File: config.mk
export PLATFORM = sky130hd
export DESIGN_NAME = mem_arbiter
export DESIGN_NICKNAME = d
export VERILOG_FILES = /design/src/rtl/mem_arbiter_pkg.sv /design/src/rtl/mem_arbiter.sv
export SDC_FILE = /design/constraint.sdc
export NUM_CORES = 1
export LEC_CHECK = 0
export BUFFER_PORTS_ARGS = -buffer_cell sky130_fd_sc_hd__buf_2
export CAP_MARGIN = 25
export CORE_AREA = 2 2 200 202
export CTS_CLUSTER_SIZE = 30
export DETAILED_ROUTE_END_ITERATION = 16
export DIE_AREA = 0 0 202 204
export SLEW_MARGIN = 20
export SYNTH_ARGS = -nofsm -noshare
export SYNTH_HDL_FRONTEND = slang
export SYNTH_SLANG_ARGS = --single-unit
export TNS_END_PERCENT = 5
File: constraint.sdc
create_clock -name clk -period 1.9 [get_ports clk]
set_input_delay 0.095 -clock clk [delete_from_list [all_inputs] [get_ports clk]]
set_output_delay 0.095 -clock clk [all_outputs]
set_load 0.05 [all_outputs]
File: src/rtl/mem_arbiter_pkg.sv
// Shared types for the instruction/data memory arbiter: bus request and
// response structs plus the arbiter FSM state encoding.
package mem_arbiter_pkg;

   typedef struct packed {
      logic        valid;
      logic [63:0] addr;
   } ibus_req_t;

   typedef struct packed {
      logic        addr_ok;
      logic        data_ok;
      logic [31:0] data;
   } ibus_resp_t;

   typedef struct packed {
      logic        valid;
      logic [63:0] addr;
      logic [2:0]  size;
      logic [7:0]  strobe;
      logic [63:0] data;
   } dbus_req_t;

   typedef struct packed {
      logic        addr_ok;
      logic        data_ok;
      logic [63:0] data;
   } dbus_resp_t;

   typedef struct packed {
      logic        valid;
      logic        is_write;
      logic [63:0] addr;
      logic [2:0]  size;
      logic [7:0]  strobe;
      logic [63:0] data;
   } mbus_req_t;

   typedef struct packed {
      logic        addr_ok;
      logic        data_ok;
      logic [63:0] data;
   } mbus_resp_t;

   typedef enum logic [1:0] {
      IDLE    = 2'd0,
      GRANT_I = 2'd1,
      GRANT_D = 2'd2
   } arb_state_e;

   // Instruction fetches are always 4-byte reads.
   localparam logic [2:0] IFETCH_SIZE = 3'b010;

endpackage

File: src/rtl/mem_arbiter.sv
// Two-requester memory arbiter: data bus wins by default, instruction bus is
// forced through after STARVE_MAX consecutive data grants taken while it
// waited. One grant at a time, always separated by an IDLE cycle.
module mem_arbiter
   import mem_arbiter_pkg::*;
#(
   parameter int STARVE_MAX = 4
) (
   input  logic                             clk,
   input  logic                             reset,
   input  ibus_req_t                        ireq,
   output ibus_resp_t                       iresp,
   input  dbus_req_t                        dreq,
   output dbus_resp_t                       dresp,
   output mbus_req_t                        mreq,
   input  mbus_resp_t                       mresp,
   // debug visibility of internal state
   output arb_state_e                       state,
   output logic [$clog2(STARVE_MAX+1)-1:0]  starve_cnt
);

   localparam int CNT_W = $clog2(STARVE_MAX + 1);
   localparam logic [CNT_W-1:0] CNT_MAX = CNT_W'(STARVE_MAX);

   // FSM and starvation counter; a grant is released only by data_ok, even
   // if the requester withdraws valid early.
   always_ff @(posedge clk or posedge reset) begin
      if (reset) begin
         state      <= IDLE;
         starve_cnt <= '0;
      end else begin
         case (state)
            IDLE: begin
               if (ireq.valid && (!dreq.valid || starve_cnt == CNT_MAX)) begin
                  state      <= GRANT_I;
                  starve_cnt <= '0;
               end else if (dreq.valid) begin
                  state <= GRANT_D;
                  if (ireq.valid && starve_cnt != CNT_MAX)
                     starve_cnt <= starve_cnt + 1'b1;
               end
            end
            GRANT_I, GRANT_D: begin
               if (mresp.data_ok)
                  state <= IDLE;
            end
            default: state <= IDLE;
         endcase
      end
   end

   // Bus steering from the registered state; responses pass straight through
   // to the granted side, the other side sees zeros.
   always_comb begin
      mreq  = '0;
      iresp = '0;
      dresp = '0;
      case (state)
         GRANT_D: begin
            mreq.valid    = 1'b1;
            mreq.is_write = |dreq.strobe;
            mreq.addr     = dreq.addr;
            mreq.size     = dreq.size;
            mreq.strobe   = dreq.strobe;
            mreq.data     = dreq.data;
            dresp.addr_ok = mresp.addr_ok;
            dresp.data_ok = mresp.data_ok;
            dresp.data    = mresp.data;
         end
         GRANT_I: begin
            mreq.valid    = 1'b1;
            mreq.addr     = ireq.addr;
            mreq.size     = IFETCH_SIZE;
            iresp.addr_ok = mresp.addr_ok;
            iresp.data_ok = mresp.data_ok;
            iresp.data    = ireq.addr[2] ? mresp.data[63:32] : mresp.data[31:0];
         end
         default: ;
      endcase
   end

endmodule

==> impl_results.md <==
- Status: completed
- First-pass iteration count of the detailed router: 4
- Post-Synth Adder-Cell Area: around 2.4%
- Worst Skew: around 0.00027 ns
- WP data required: ~1.8 ns
- Die width: 202 um
- RePlAce Congestion: 0.879
- GRT Total Usage: approximately 7.6%
- Port bufs: 518
- Number of standard cells in the final layout excluding fillers: ~1400
- Final Instance Area: around 6700 um2
- Placed Cells incl. Taps: between 1000 and 1500
- # rows: 73
- Fin nets: ~1100
- Seq/Total Area, Yosys: just under 5%
- Mux cell area share after synthesis: approximately 12%
- Syn. warnings: 0
- Pin count of the biggest net entering global routing: roughly 140
- DP Wirelength: 15.4 mm
- Slowest cell on crit path: dfrtp_2
- RSZ-0062 raised after global routing: yes
- Initial DRC count: approximately 280
- Nature of the critical path endpoint: output pin
- Dpl cell area: between 6000 and 7000 um2
- CTS Sinks: 5
- Simple-gate share of the synthesized area: a little under half
- Mapped Nets: roughly 630
- Ys async rst share: 100%
- Die Y: approximately 200 um
- Vias: 4667
- Leakage: roughly 3.8 nW
- Vias per std cell: approximately 3.4
- Least-Margin Pin Slew: ~0.47 ns
- Pwr dens: roughly 1600 nW/um2
- Inserted Clock Buffers: 3
- Final Critical Period: ~1.9 ns
- Share of cells above drive strength 1: a little under three quarters
- Synth Cell Area: between 2000 and 3000 um2
- Pre-CTS setup slack: approximately 0.065 ns
- GR Overflow Total: 0
- DR WL/cell: 13.9 um
- First-pass GRT wire length: around 24 mm
- Mapped Cells: about 350
- Area occupied by multi-input gates: roughly 2300 um2
- Initial Util: 6.58%
- P&R area growth vs syn: 161%
- Final setup fails: 0
- Unique masters post-synth: 24
- Slew Viols, Final: 0
- HP Class: primary input to flop
- PnR worst setup slack: approximately 0.017 ns
- Number of synthesized flops with an enable pin: 0
- Crit Path Max Fanout: 33
- Clk root buf: clkbuf_16
- Worst slew margin: between 60% and 70%
- Utilization after layout: 17.2%
- CTS max path bufs: 2
- Post-synthesis compound-gate area fraction: between 20% and 30%
- Max Clock Freq: 531 MHz
- Synth Register Bits: 5
- I/O Pins: between 500 and 600
- Post-synthesis xor/xnor area fraction: 0%
- Core region area: about 39000 um2
- Maxcap violations: 0
- Remaining routing DRC violations: 0
- Antenna violations before repair: 3
- Crit path DAT: around 1.8 ns
- Final wirelength: between 15 and 20 mm
- Largest family of logic cells by synthesized area: simple AND/OR/NAND/NOR gates
- CTS tree: built
- Maximum vdd ir drop: 0.696 mV
- Post-DRT Antenna Nets: 0
- Vias in the first global route: between 4000 and 5000
- Design Power: roughly 11 mW
- Clock Latency Late Sink: about 0.22 ns
- Mean area per synthesized cell: about 7.4 um2
- Register area: around 130 um2
- Die Footprint: 41200 um2
- Worst Setup Path Type: flop to output pin
- CTS H-Tree Depth: 1
- Top FF cell, synth: dfrtp_1
- Final-report hold violation count: 0
- # fillers: roughly 4400
- Worst-path clk slew: approximately 0.030 ns
- Tcrit/Tclk final: between 90 and 100%
- Max incr delay on CP: approximately 0.43 ns
- Cells along the critical path: inv_2 -> ha_4 -> and2_4 -> buf_12 -> a22o_2 -> buf_6
- CP Launch Type: flop
## critical path: cells and delay by family, from the launching register on
family / cells / cell delay [ns]
buffers and inverters: 3 / 0.41
AOI/OAI and AO/OA: 1 / 0.30
DFF: 1 / 0.43
and+or+nand+nor: 1 / 0.19
adders and majority gates: 1 / 0.20
## report_power, final
group	total [mW]	switching [mW]	internal [mW]
Combinational	10.1	6.96	3.17
Sequential	0.185	0.0391	0.146
Clock	0.341	0.0632	0.277
## synthesized netlist by cell type (all sizes together), types with 2 or more instances
library cell	n	share of area [%]
a22o	64	22
nor4	2	0.49
nor2b	33	8.0
inv	7	1.0
a21boi	2	0.58
mux2i	32	12
nand3	2	0.39
and2	142	34
ha	5	2.4
a21oi	2	0.39
buf	28	8.5
nand2	4	0.58
clkbuf	8	1.2
and3	2	0.49
dfrtp	5	4.9
o21ai	5	0.97
## per-stage QoR
| step | TNS, ns | hold slack [ns] |
|---|---|---|
| 3_3_place_gp | 0 | 0.0232 |
| 6_report | 0 | 0.183 |
| 2_1_floorplan | -1.55 | -0.127 |
| 3_5_place_dp | 0 | 0.0332 |
| 4_1_cts | -0.0167 | 0.192 |
| 5_1_grt | -0.705 | 0.201 |
## what timing repair did
item	4_1_cts	5_1_grt
endpoints found under the setup margin	156	184
hold buffers	1	0
resized for setup	78	47
gates cloned	2	1
buffers inserted	0	1
pin swaps	0	6
endpoints found under the hold margin	5	0
## layer usage
layer | global-route usage (%) | routed length [um] | share of wire [%]
met3 | 2.09 | 2100 | 11
met1 | 8.77 | 7010 | 37
met4 | 1.29 | 193 | 1.0
met5 | 0 | 0 | 0
met2 | 14.2 | 9870 | 51
## cell families after synthesis
| family | Yosys count |
|---|---|
| buffers and inverters | 43 |
| AND/OR/NAND/NOR | 188 |
| multiplexers | 32 |
| AO/OA/AOI/OAI | 75 |
| flip-flops | 5 |
| adder cells (fa/ha/maj) | 5 |
## path summary, 6_finish.rpt
check	startpoint	end	slack, ns	depth (start not counted)
max in group asynchronous	reset	state[1]	1.38	3
max	state[1]	mreq[114]	0.02	6
min reg2reg	starve_cnt[0]	starve_cnt[0]	0.53	1
min in group asynchronous	reset	starve_cnt[2]	0.34	3
max reg2reg	state[1]	state[1]	0.41	6
min	ireq[64]	starve_cnt[0]	0.18	3
## sequential cells by signal, indices dropped and copies added, names as in the netlist
signal	count
starve_cnt	3
state	2
## cell type report
class	instances	area share (%)
well taps	525	9.75
diodes	1	0.0371
flip-flops and latches	5	1.89
repair buffers	533	52.2
inverters	7	0.390
multi-input cells	300	34.6
clock buffers	4	1.17
## layout by cell type, fill, tap and decap left out
master	netlist	layout
diode_2	0	1
mux2i_1	32	32
nor2b_1	33	33
o21ai_0	1	1
ha_2	0	1
a22o_1	64	4
and2_1	142	140
clkbuf_4	0	3
clkbuf_1	8	1
o21ai_1	4	4
a22o_4	0	6
a21o_2	0	1
a21boi_1	2	2
and2_4	0	2
nand3_1	2	2
o32ai_1	1	1
inv_2	0	2
nor3b_1	1	1
nand2_1	4	4
a22o_2	0	54
a21oi_1	2	2
nand4_1	1	1
buf_2	13	438
buf_16	0	3
dfrtp_1	5	3
dlygate4sd3_1	0	1
and3_1	2	2
clkbuf_16	0	4
dfrtp_2	0	2
nand4b_1	1	1
inv_1	7	5
buf_6	11	54
buf_12	0	26
ha_1	5	2
ha_4	0	2
buf_4	4	7
nor4_1	2	2
Note: power is estimated with default switching activity, not from simulation.
